File: src/rtl/u712_chip_cycle_request.sv
// 68040-side chip RAM / custom-register cycle initiator: splits CPU accesses into Agnus word cycles.
// Optional slot-wait watchdog enabled by defining CHIP_TIMEOUT_EN.
module u712_chip_cycle_request #(
    parameter int RECOVER_CLKS = 3,
    parameter int TIMEOUT_CLKS = 255
) (
    input  logic        CLK40,
    input  logic        RESETn,
    input  logic        TSn,
    input  logic [31:0] A,
    input  logic        RnW,
    input  logic [1:0]  SIZ,
    input  logic [31:0] D_IN,
    input  logic        SLOT_GRANT,
    input  logic        SLOT_DONE,
    input  logic [15:0] CHIP_DIN,
    output logic        CHIP_REQ,
    output logic        CHIP_RnW,
    output logic        CHIP_REG,
    output logic [19:0] CHIP_ADDR,
    output logic        CHIP_UDSn,
    output logic        CHIP_LDSn,
    output logic [15:0] CHIP_DOUT,
    output logic [31:0] CPU_RDATA,
    output logic        AGNUS_TACK,
    output logic        CYCLE_ERR
);

    typedef enum logic [2:0] {IDLE, REQ, WAIT, ACK, RECOVER} state_t;

    localparam logic [7:0] REC_LAST = 8'(RECOVER_CLKS - 1);

    if (RECOVER_CLKS < 1 || RECOVER_CLKS > 256) begin : g_bad_recover
        $error("RECOVER_CLKS must be 1..256");
    end

    state_t      state_q, state_d;
    logic        req_q, req_d;
    logic        rnw_q, rnw_d;
    logic        reg_q, reg_d;
    logic [19:0] addr_q, addr_d;
    logic        udsn_q, udsn_d;
    logic        ldsn_q, ldsn_d;
    logic [15:0] dout_q, dout_d;
    logic [31:0] rdata_q, rdata_d;
    logic        tack_q, tack_d;
    logic        err_q, err_d;
    logic        hi_q, hi_d;
    logic        pend_q, pend_d;
    logic [15:0] lo_q, lo_d;
    logic [7:0]  rec_q, rec_d;

    logic        is_reg;
    logic        hit;
    logic [19:0] base;
    logic        grant_now;
    logic        done_now;

`ifdef CHIP_TIMEOUT_EN
    localparam logic [7:0] TMO_LAST = 8'(TIMEOUT_CLKS - 1);

    if (TIMEOUT_CLKS < 1 || TIMEOUT_CLKS > 256) begin : g_bad_timeout
        $error("TIMEOUT_CLKS must fit the 8-bit watchdog");
    end

    logic [7:0] tmo_q, tmo_d;
`endif

    always_comb begin
        state_d = state_q;
        req_d   = req_q;
        rnw_d   = rnw_q;
        reg_d   = reg_q;
        addr_d  = addr_q;
        udsn_d  = udsn_q;
        ldsn_d  = ldsn_q;
        dout_d  = dout_q;
        rdata_d = rdata_q;
        tack_d  = 1'b0;
        err_d   = 1'b0;
        hi_d    = hi_q;
        pend_d  = pend_q;
        lo_d    = lo_q;
        rec_d   = rec_q;

        is_reg = (A[31:12] == 20'h00DFF);
        hit    = (A[31:21] == 11'd0) || is_reg;
        // Register space is addressed by its offset within the 1 MB window; CHIP_REG tells it apart.
        base   = is_reg ? {1'b0, A[19:1]} : A[20:1];

        grant_now = (state_q == REQ) && SLOT_GRANT;
        done_now  = ((state_q == REQ) && SLOT_GRANT && SLOT_DONE) ||
                    ((state_q == WAIT) && SLOT_DONE);

        case (state_q)
            IDLE: begin
                if (!TSn && hit) begin
                    state_d = REQ;
                    req_d   = 1'b1;
                    rnw_d   = RnW;
                    reg_d   = is_reg;
                    lo_d    = D_IN[15:0];
                    case (SIZ)
                        2'b01: begin
                            addr_d = base;
                            udsn_d = A[0];
                            ldsn_d = ~A[0];
                            dout_d = A[1] ? D_IN[15:0] : D_IN[31:16];
                            hi_d   = ~A[1];
                            pend_d = 1'b0;
                        end
                        2'b10: begin
                            addr_d = base;
                            udsn_d = 1'b0;
                            ldsn_d = 1'b0;
                            dout_d = A[1] ? D_IN[15:0] : D_IN[31:16];
                            hi_d   = ~A[1];
                            pend_d = 1'b0;
                        end
                        default: begin
                            // Long and line: high word first, low word queued behind it.
                            addr_d = {base[19:1], 1'b0};
                            udsn_d = 1'b0;
                            ldsn_d = 1'b0;
                            dout_d = D_IN[31:16];
                            hi_d   = 1'b1;
                            pend_d = 1'b1;
                        end
                    endcase
                end
            end
            REQ: begin
                if (grant_now) begin
                    req_d   = 1'b0;
                    state_d = WAIT;
                end
            end
            WAIT: begin
            end
            ACK: begin
                state_d = RECOVER;
                rec_d   = 8'd0;
            end
            RECOVER: begin
                if (rec_q == REC_LAST) begin
                    state_d = IDLE;
                end else begin
                    rec_d = rec_q + 8'd1;
                end
            end
            default: begin
                state_d = IDLE;
            end
        endcase

        if (done_now) begin
            if (rnw_q) begin
                if (hi_q) begin
                    rdata_d[31:16] = CHIP_DIN;
                end else begin
                    rdata_d[15:0] = CHIP_DIN;
                end
            end
            if (pend_q) begin
                pend_d  = 1'b0;
                addr_d  = {addr_q[19:1], 1'b1};
                dout_d  = lo_q;
                hi_d    = 1'b0;
                req_d   = 1'b1;
                state_d = REQ;
            end else begin
                req_d   = 1'b0;
                tack_d  = 1'b1;
                state_d = ACK;
            end
        end

`ifdef CHIP_TIMEOUT_EN
        tmo_d = 8'd0;
        if ((state_q == REQ) || (state_q == WAIT)) begin
            if (grant_now || done_now) begin
                tmo_d = 8'd0;
            end else if (tmo_q == TMO_LAST) begin
                // Abort: terminate the CPU access with all-ones data and flag the error.
                req_d   = 1'b0;
                pend_d  = 1'b0;
                tack_d  = 1'b1;
                err_d   = 1'b1;
                rdata_d = 32'hFFFF_FFFF;
                state_d = ACK;
            end else begin
                tmo_d = tmo_q + 8'd1;
            end
        end
`endif
    end

    always_ff @(posedge CLK40) begin
        if (!RESETn) begin
            state_q <= IDLE;
            req_q   <= 1'b0;
            rnw_q   <= 1'b1;
            reg_q   <= 1'b0;
            addr_q  <= 20'd0;
            udsn_q  <= 1'b1;
            ldsn_q  <= 1'b1;
            dout_q  <= 16'd0;
            rdata_q <= 32'd0;
            tack_q  <= 1'b0;
            err_q   <= 1'b0;
            hi_q    <= 1'b1;
            pend_q  <= 1'b0;
            lo_q    <= 16'd0;
            rec_q   <= 8'd0;
`ifdef CHIP_TIMEOUT_EN
            tmo_q   <= 8'd0;
`endif
        end else begin
            state_q <= state_d;
            req_q   <= req_d;
            rnw_q   <= rnw_d;
            reg_q   <= reg_d;
            addr_q  <= addr_d;
            udsn_q  <= udsn_d;
            ldsn_q  <= ldsn_d;
            dout_q  <= dout_d;
            rdata_q <= rdata_d;
            tack_q  <= tack_d;
            err_q   <= err_d;
            hi_q    <= hi_d;
            pend_q  <= pend_d;
            lo_q    <= lo_d;
            rec_q   <= rec_d;
`ifdef CHIP_TIMEOUT_EN
            tmo_q   <= tmo_d;
`endif
        end
    end

    assign CHIP_REQ   = req_q;
    assign CHIP_RnW   = rnw_q;
    assign CHIP_REG   = reg_q;
    assign CHIP_ADDR  = addr_q;
    assign CHIP_UDSn  = udsn_q;
    assign CHIP_LDSn  = ldsn_q;
    assign CHIP_DOUT  = dout_q;
    assign CPU_RDATA  = rdata_q;
    assign AGNUS_TACK = tack_q;
    assign CYCLE_ERR  = err_q;

endmodule
File: config.mk
export PLATFORM = sky130hd
export DESIGN_NAME = u712_chip_cycle_request
export DESIGN_NICKNAME = d
export VERILOG_FILES = /design/src/rtl/u712_chip_cycle_request.sv
export SDC_FILE = /design/constraint.sdc
export NUM_CORES = 1
export LEC_CHECK = 0
export BUFFER_PORTS_ARGS = -buffer_cell sky130_fd_sc_hd__buf_2
export CAP_MARGIN = 20
export CORE_MARGIN = 1.5
export CORE_UTILIZATION = 49
export DETAILED_ROUTE_END_ITERATION = 16
export GPL_TIMING_DRIVEN = 0
export PLACE_DENSITY_LB_ADDON = 0.2
export SYNTH_ARGS = -nofsm -noshare
export SYNTH_HDL_FRONTEND = slang
export SYNTH_SLANG_ARGS = --single-unit
File: constraint.sdc
create_clock -name CLK40 -period 2.37 [get_ports CLK40]
set_clock_uncertainty 0.2 [all_clocks]
set_input_delay 0.3555 -clock CLK40 [delete_from_list [all_inputs] [get_ports CLK40]]
set_output_delay 0.3555 -clock CLK40 [all_outputs]
set_load 0.005 [all_outputs]
# Word level (Yosys, flattened, before mapping)
# Cells that the tools add are included.
[word_totals]
out_inout_bits = 75
regBits = 103
input_bits = 88
elab_cells = 91
[op_classes]
bitwise_logic = 3
n_eq_ne = 14
mux = 38
reduce_logical = 19
add_sub_neg = 1
[ops]
columns = ["operator", "n"]
rows = [
  ["two-way mux 20 bit", 5],
  ["two-way mux 16 bit", 6],
  ["== test 20 x 12 -> 1 bit (second input constant)", 1],
  ["two-way mux 1 bit", 18],
  ["one-hot mux 8 bit (2 select lines)", 1],
  ["one-hot mux 3 bit (5 select lines)", 1],
  ["two-way mux 3 bit", 4],
  ["logical NOT 11 bit", 1],
  ["!= test 3 bit (second input constant)", 3],
  ["AND reduction 3 bit", 3],
  ["adder 8 x 1 -> 8 bit (second input constant)", 1],
  ["== test 8 x 2 -> 1 bit (second input constant)", 1],
  ["two-way mux 8 bit", 1],
  ["== test 3 x 2 -> 1 bit (second input constant)", 2],
  ["!= test 2 bit (second input constant)", 3],
  ["AND reduction 2 bit", 3],
  ["logical AND 1 bit", 4],
  ["AND reduction 4 bit", 1],
  ["== test 3 x 1 -> 1 bit (second input constant)", 1],
  ["== test 3 bit (second input constant)", 1],
  ["logical NOT 3 bit", 1],
  ["inverter 1 bit", 3],
  ["nonzero test 3 bit", 1],
  ["== test 2 x 1 -> 1 bit (second input constant)", 1],
  ["7 further kinds", 8],
]

# Longest topological paths before layout
# Gate-level depths: netlist of run 1.
[depth]
word_depth = 7
ltp_mapped = 8
depth_no_buf = 7

# Least setup slack after synthesis of run 1
# OpenSTA, ideal clock, no wires.
[synth_path]
kind = "in2reg"
start = "input SIZ[1]"
end = "register dout_q[10], in the netlist CHIP_DOUT[10]"
setup_ns = 0.122
n_path_buf = 2
arrival_time_ns = 1.899
required_time_ns = 2.048
slack_ns = 0.148
path_stages = 8
cell_sequence = "inv_1 ha_1 nand2b_1 clkbuf_1 clkbuf_1 mux2_2 mux2i_1 o21ai_0"
[synth_between]
elab_chain_len = 7
elab_cells_between_ends = 8
cone_classes = "eq/ne: 2; mux: 5; reduce/logical: 1"
[synth_lines]
columns = ["item", "line_no", "rtl"]
rows = [
  ["start, declared", "12", "input logic [1:0] SIZ,"],
  ["== test 2 bit or == test 2 x 1 -> 1 bit (tied branches)", "103", "case (SIZ)"],
  ["OR reduction 2 bit (no line) (*)", "--", ""],
  ["two-way mux 16 bit (*)", "--", ""],
  ["two-way mux 16 bit (*)", "97", "if (!TSn && hit) begin"],
  ["two-way mux 16 bit (*)", "95", "case (state_q)"],
  ["two-way mux 16 bit", "164", "if (pend_q) begin"],
  ["two-way mux 16 bit (*)", "156", "if (done_now) begin"],
  ["end signal, assigned", "226", "dout_q <= dout_d;"],
  ["end, declared", "44", "logic [15:0] dout_q, dout_d;"],
]
# Every way passes the cells marked *; elsewhere a longest branch is shown, timed or not.
# A chain may end at the register's enable or synchronous reset.

# Final worst setup path of run 1
[layout_path]
start = "register state_q[1]"
end = "register rdata_q[28], in the netlist CPU_RDATA[28]"
[layout_between]
elab_chain_len = 5
elab_cells_between_ends = 7
cone_classes = "eq/ne: 2; reduce/logical: 5"
[layout_lines]
columns = ["item", "line_no", "rtl"]
rows = [
  ["start, declared", "37", "state_t state_q, state_d;"],
  ["start signal, assigned", "219", "state_q <= state_d;"],
  ["== test 3 x 1 -> 1 bit", "92", "done_now = ((state_q == REQ) && SLOT_GRANT && SLOT_DONE) ||"],
  ["logical AND 1 bit (2 in a row)", "92", ""],
  ["logical OR 1 bit (*)", "92", ""],
  ["AND reduction 3 bit (no line) (*)", "--", ""],
  ["end signal, assigned", "227", "rdata_q <= rdata_d;"],
  ["end, declared", "45", "logic [31:0] rdata_q, rdata_d;"],
]
# Marked as above.

==> run_results.csv, run 1 <==
group,metric,value,unit
clocking,cts_tree,"built",
synthesis,synth_area_leaders,"dfxtp_1, nand2_1, mux2i_1",
detailed_routing,vias,3940,
sta,finalCritPeriodShare,0.9279,
die,core_area,0.008299,mm2
clocking,clk_latency,360,ps
clocking,h-tree-depth,3,
sta,slew_headroom,0.6302,
grt,grt-ovfl-total,0,
detailed_routing,routedWlPerCell,14.12,um
layout,stdcell_area,0.005446,mm2
die,dieArea,0.009257,mm2
hold_path,whs_path_depth,3,
setup_path,required,2410,ps
sta,setup_viol_count_final,0,
placement,numPortBuffers,161,
run,maxCapViolations,0,
layout,drive_above_1_share,0.3363,
synthesis,synth_cell_types,44,
setup_path,worstPathMaxFanout,10,
synthesis,synth_area_leader_cell,"dfxtp_1",
layout,syn_to_final_growth,27.92,%
die,die_y,96.22,um
pwr,p_per_area,636.3,mW/mm2
sta,min_period,2199,ps
synthesis,avgSynthCellArea,8.743,um2
placement,dpl_cell_area,0.005195,mm2
synthesis,syn_area,0.004258,mm2
setup_path,path_cells,"clkbuf_1 > nand3b_1 > a211oi_4 > nand3_4 > buf_2 > mux2i_1 > nor2_1",
synthesis,synthCells,487,
setup_path,critPathKind,"register to register",
setup_path,setup.worst_path.start,"state_q[1]",
synthesis,ys_top_cells_by_count,"nand2_1, dfxtp_1, a21oi_1",
layout,nNetsFinal,752,
detailed_routing,drt_iter0_drc,156,
pwr,swShare,0.2614,
grt,antenna_found_initial,0,
pwr,power_frac_comb,0.139,
detailed_routing,wl,10.89,mm
synthesis,yosysSeqAreaShare,0.4843,
grt,grt_max_degree,19,
hold_path,hp-class,"input port to register",
setup_path,cp-end-kind,"register",
synthesis,yosys_warnings,0,
grt,grt_pass1_vias,3695,
pwr,seqPwrFrac,0.527,
setup_path,worst_r2r_path_depth,7,
outcome,status,"finished, final reports clean",
setup_path,r2r-start,"state_q[1]",
clocking,clk_pin_slew,100,ps
pwr,intPower,2.560,mW
layout,fillers,721,
setup_path,max_stage_delay,400,ps
die,die_x,96.22,um
synthesis,synth_nets,578,
pwr,irDropWorstVdd,0.3220,mV
detailed_routing,firstDrtPassIters,4,
layout,n_antenna_cell,0,
synthesis,async_flop_share,0,
sta,fin_tns_setup,0,ps
sta,slew_viol_final,0,
synthesis,synth-seq-cells,103,
setup_path,setup.worst_path.start_class,"register",
sta,rsz0062_at_grt,"false",
clocking,cts_buffers,9,
die,rows,33,
setup_path,timing.rr.end,"CPU_RDATA[28]",
clocking,cts_sinks,103,
synthesis,synthFlopType,"dfxtp_1",
clocking,cts_root_buf,"clkbuf_8",
sta,finalHoldViolations,0,
sta,worst_slew_pin_slew,554.6,ps
synthesis,synth_edf_count,0,
clocking,postCtsHoldBufs,0,
sta,fmax,454.7,MHz
pwr,power.leakage,2.418,nW
synthesis,yosysTopAreaCellShare,0.4843,
setup_path,crit_end,"CPU_RDATA[28]",
layout,utilization,0.6563,
die,io_pins,163,
setup_path,cp_slowest_cell,"a211oi_4",
synthesis,synth_most_common_cell,"nand2_1",
detailed_routing,viasPerCell,5.110,
die,initial_core_util,0.5130,
placement,gp_routability_congestion,0.8292,
detailed_routing,route.detailed.drc,0,
pwr,p_clk_frac,0.334,
setup_path,reg2reg_slack,170,ps
detailed_routing,antenna_left,0,
clocking,clk_path_buf_depth,2,
setup_path,cp.arrival,2240,ps
grt,grt_pass1_wl,17.04,mm
placement,hpwl,8.341,mm
grt,grt_use_total,0.2355,
pwr,p_sw,0.9059,mW
## what timing repair did
item | in CTS | in global routing
setup endpoints to repair | 29 | 31
pin swaps | 1 | 1
gates resized for setup | 0 | 6
setup buffers | 1 | 3
## metal layers
| layer | vias to the layer above | routed length, um | global-route usage |
|---|---|---|---|
| li1 | 1991 | - | - |
| met1 | 1831 | 4565 | 0.2837 |
| met2 | 112 | 5482 | 0.4090 |
| met3 | 6 | 796 | 0.06240 |
| met4 | 0 | 44 | 0.06863 |
| met5 | - | 0 | 0 |
## power by group through the flow
| stage | clock network [mW] | logic [mW] | registers [mW] |
|---|---|---|---|
| after global routing | 1.25 | 0.531 | 1.84 |
| after global placement | 0 | 0.465 | 1.86 |
| after floorplan | 0 | 0.283 | 1.86 |
| after CTS | 1.18 | 0.486 | 1.82 |
| final | 1.16 | 0.481 | 1.83 |
| after detailed placement | 0 | 0.480 | 1.86 |
## state kept, by name, indices dropped and copies added, names as in the netlist
name,count
CPU_RDATA,32
CHIP_ADDR,20
CHIP_DOUT,16
lo_q,16
rec_q,8
state_q,3
AGNUS_TACK,1
CHIP_LDSn,1
CHIP_REG,1
CHIP_REQ,1
CHIP_RnW,1
CHIP_UDSn,1
hi_q,1
pend_q,1
## area by class of cell
type / instances / area, um2 / share of cell area
well taps: 105 / 131.4 / 0.02412
repair buffers: 165 / 835.8 / 0.1535
flip-flops and latches: 103 / 2062 / 0.3786
multi-input cells: 349 / 2019 / 0.3708
clock buffers: 10 / 137.6 / 0.02527
clock inverters: 6 / 73.82 / 0.01355
inverters: 4 / 15.01 / 0.002757
plain buffers: 29 / 171.4 / 0.03147
## logic make-up after synthesis
kind of cell / Yosys count / synth area share
AOI/OAI and AO/OA: 92 / 0.1225
xor gates and xnor gates: 6 / 0.01234
DFF: 103 / 0.4843
adders and majority gates: 3 / 0.008817
and+or+nand+nor: 198 / 0.2063
buffers and inverters: 35 / 0.04495
other: 1 / 0.0008807
muxes: 49 / 0.1199
## per-stage QoR
| stage | std cells | hold slack, ps | setup slack (ps) | power [mW] |
|---|---|---|---|---|
| final | 771 | 13.89 | 170.8 | 3.466 |
| after global routing | 771 | 6.757 | 0.4392 | 3.621 |
| after CTS | 770 | 4.731 | 18.66 | 3.483 |
| after detailed placement | 753 | 243.5 | -371.7 | 2.340 |
| after global placement | 753 | 236.8 | -308.2 | 2.321 |
| after floorplan | 487 | 224.9 | 148.5 | 2.143 |
## placed cells by master (no fill, tap or decap), types with 2 or more instances in the layout
| cell | count |
|---|---|
| clkinv_4 | 2 |
| o311a_1 | 2 |
| inv_6 | 3 |
| clkbuf_8 | 10 |
| o21ai_1 | 3 |
| inv_1 | 3 |
| clkbuf_2 | 2 |
| nand4_1 | 3 |
| buf_6 | 6 |
| and3b_1 | 2 |
| ha_1 | 3 |
| o2111ai_1 | 2 |
| a21oi_1 | 57 |
| nand3_1 | 10 |
| mux2i_1 | 33 |
| nand3b_1 | 4 |
| and3_1 | 3 |
| buf_2 | 164 |
| nand2b_1 | 2 |
| nor3_1 | 5 |
| dfxtp_1 | 103 |
| o21bai_1 | 3 |
| mux2_2 | 16 |
| o21ai_0 | 18 |
| clkbuf_1 | 15 |
| or3_1 | 2 |
| buf_4 | 6 |
| nand2_1 | 128 |
| xor2_1 | 5 |
| or3b_2 | 3 |
| nor2_1 | 27 |
| a21oi_2 | 2 |
## worst min path at each step
stage | start | slack [ps] | endpoint
2_1_floorplan | lo_q[10] | 220 | CHIP_DOUT[10]
5_1_grt | CHIP_DIN[8] | 7 | CPU_RDATA[8]
3_3_place_gp | lo_q[1] | 240 | CHIP_DOUT[1]
6_report | RnW | 10 | CHIP_RnW
4_1_cts | RnW | 5 | CHIP_RnW
3_5_place_dp | CHIP_ADDR[9] | 240 | CHIP_ADDR[9]
## worst max-delay path: cells and delay by family, from the launching register on
family | cells | cell delay [ps]
AOI/OAI and AO/OA | 1 | 400
DFF | 1 | 320
buffers and inverters | 2 | 470
and+or+nand+nor | 3 | 510
muxes | 1 | 180
(Power assumes the default switching activity.)
==> run 2, diff against run 1 <==
--- a/config.mk
+++ b/config.mk
@@ -5,11 +5,11 @@
 export SDC_FILE = /design/constraint.sdc
 export NUM_CORES = 1
 export LEC_CHECK = 0
-export BUFFER_PORTS_ARGS = -buffer_cell sky130_fd_sc_hd__buf_2
 export CAP_MARGIN = 20
 export CORE_MARGIN = 1.5
-export CORE_UTILIZATION = 49
+export CORE_UTILIZATION = 61
 export DETAILED_ROUTE_END_ITERATION = 16
+export DONT_BUFFER_PORTS = 1
 export GPL_TIMING_DRIVEN = 0
 export PLACE_DENSITY_LB_ADDON = 0.2
 export SYNTH_ARGS = -nofsm -noshare
==> run_results.csv, run 2 (synthesis results as in run 1) <==
group,metric,value,unit
layout,syn_to_final_growth,21.51,%
detailed_routing,route.detailed.drc,0,
detailed_routing,wl,11.79,mm
placement,numPortBuffers,0,
sta,finalHoldViolations,0,
die,die_y,86.55,um
layout,layout_common_cells,"nand2_1, dfxtp_1, a21oi_1",
sta,slew_viol_final,0,
die,initial_core_util,0.6302,
pwr,p_sw,0.8835,mW
grt,grt_pass1_wl,18.15,mm
hold_path,holdPathEnd,"lo_q[5]",
detailed_routing,vias,3753,
setup_path,setup.worst_path.start_class,"register",
placement,hpwl,7.781,mm
pwr,intPower,2.726,mW
detailed_routing,viasPerCell,5.864,
pwr,power,3.609,mW
detailed_routing,drt_iter0_drc,144,
clocking,cts_root_buf,"clkbuf_8",
die,die_x,86.55,um
die,core_area,0.006756,mm2
sta,worst_slew_pin_slew,629.6,ps
die,rows,30,
detailed_routing,firstDrtPassIters,5,
layout,final_common_cell,"nand2_1",
grt,grt-ovfl-total,0,
die,dieArea,0.007490,mm2
layout,nNetsFinal,645,
hold_path,min_from,"RESETn",
hold_path,whs_path_depth,2,
clocking,h-tree-depth,3,
pwr,irDropWorstVdd,0.3672,mV
pwr,swShare,0.2448,
clocking,clk_path_buf_depth,2,
setup_path,critPathKind,"register to register",
placement,gp_routability_congestion,0.8072,
run,maxCapViolations,0,
grt,antenna_found_initial,1,
setup_path,timing.rr.end,"CHIP_DOUT[7]",
clocking,cts_buffers,9,
setup_path,reg2reg_slack,160,ps
outcome,status,"finished, final reports clean",
setup_path,required,2460,ps
hold_path,hp-class,"input port to register",
clocking,clk_pin_slew,100,ps
setup_path,worstPathMaxFanout,10,
layout,largest_register_ffs,32,
sta,slew_headroom,0.5765,
pwr,power.leakage,1.914,nW
die,io_pins,163,
setup_path,cp.arrival,2300,ps
sta,finalCritPeriodShare,0.9343,
pwr,p_per_area,697.6,mW/mm2
sta,fmax,451.6,MHz
pwr,seqPwrFrac,0.511,
grt,grt_pass1_vias,3932,
pwr,power_frac_comb,0.122,
setup_path,setup.worst_path.start,"state_q[1]",
detailed_routing,antenna_left,0,
sta,min_period,2214,ps
setup_path,worst_r2r_path_depth,9,
grt,grt_max_degree,18,
sta,setup_viol_count_final,0,
clocking,cts_sinks,103,
clocking,clk_latency,360,ps
sta,hold_ws,13.75,ps
grt,grt_use_total,0.3120,
setup_path,r2r-start,"state_q[1]",
sta,rsz0062_at_grt,"false",
setup_path,cp-end-kind,"register",
layout,drive_above_1_share,0.1109,
pwr,p_clk_frac,0.367,
detailed_routing,routedWlPerCell,18.43,um
clocking,cts_tree,"built",
run 2: how the worst max path moves through the flow:
stage,slack [ps],cells after the start,to
after CTS,110,8,CPU_RDATA[23]
after global placement,-170,8,CHIP_DOUT[14]
after global routing,9,8,CPU_RDATA[31]
after floorplan,150,8,CHIP_DOUT[10]
final,160,9,CHIP_DOUT[7]
after detailed placement,-220,8,CHIP_DOUT[14]
run 2: area by class of cell:
type                    instances  area (um2)
well taps                      80       100.1
fillers                       481        1583
repair buffers                 57       563.0
clock inverters                 6       117.6
diodes                          1       2.502
plain buffers                  30       178.9
multi-input cells             349        2007
flip-flops and latches        103        2062
clock buffers                  10       127.6
inverters                       4       15.01
run 2: power by group through the flow:
stage,registers [mW],clock network (mW),logic (mW)
CTS,1.83,1.32,0.437
floorplan,1.86,0,0.283
finish,1.84,1.33,0.440
global placement,1.87,0,0.334
global route,1.85,1.40,0.477
detailed placement,1.87,0,0.344
run 2: timing repair:
| action | in CTS | in global routing |
|---|---|---|
| setup buffers | 3 | 0 |
| resized for setup | 0 | 6 |
| setup endpoints to repair | 19 | 19 |
| hold endpoints to repair | 69 | 0 |
| pin swaps | 2 | 0 |
| hold buffers | 54 | 0 |
run 2: through the flow:
stage | util | cells | TNS [ps] | area, um2 | setup slack (ps)
2_1_floorplan | - | 487 | 0 | 4258 | 148.5
3_3_place_gp | 0.6450 | 567 | -1458 | 4358 | -168.2
3_5_place_dp | 0.6450 | 567 | -2117 | 4358 | -221.9
4_1_cts | 0.7646 | 640 | 0 | 5166 | 110.6
5_1_grt | 0.7657 | 640 | 0 | 5174 | 8.564
6_report | 0.7657 | 640 | 0 | 5174 | 155.7
run 2: layer usage:
metal | wire length, um | vias to the layer above | global-route usage
li1 | - | 1783 | -
met1 | 4463 | 1774 | 0.3317
met2 | 6211 | 165 | 0.5703
met3 | 835 | 31 | 0.07619
met4 | 282 | 0 | 0.1598
met5 | 0 | - | 0
run 2: critical path, stage by stage (launching register included):
cell and delay [ps]:
dfxtp_1 320, clkbuf_1 190, nand3b_1 250, a211oi_4 260, buf_4 170, and3_1 150, clkbuf_2 190, buf_2 250
nand2_1 80, o21ai_0 80
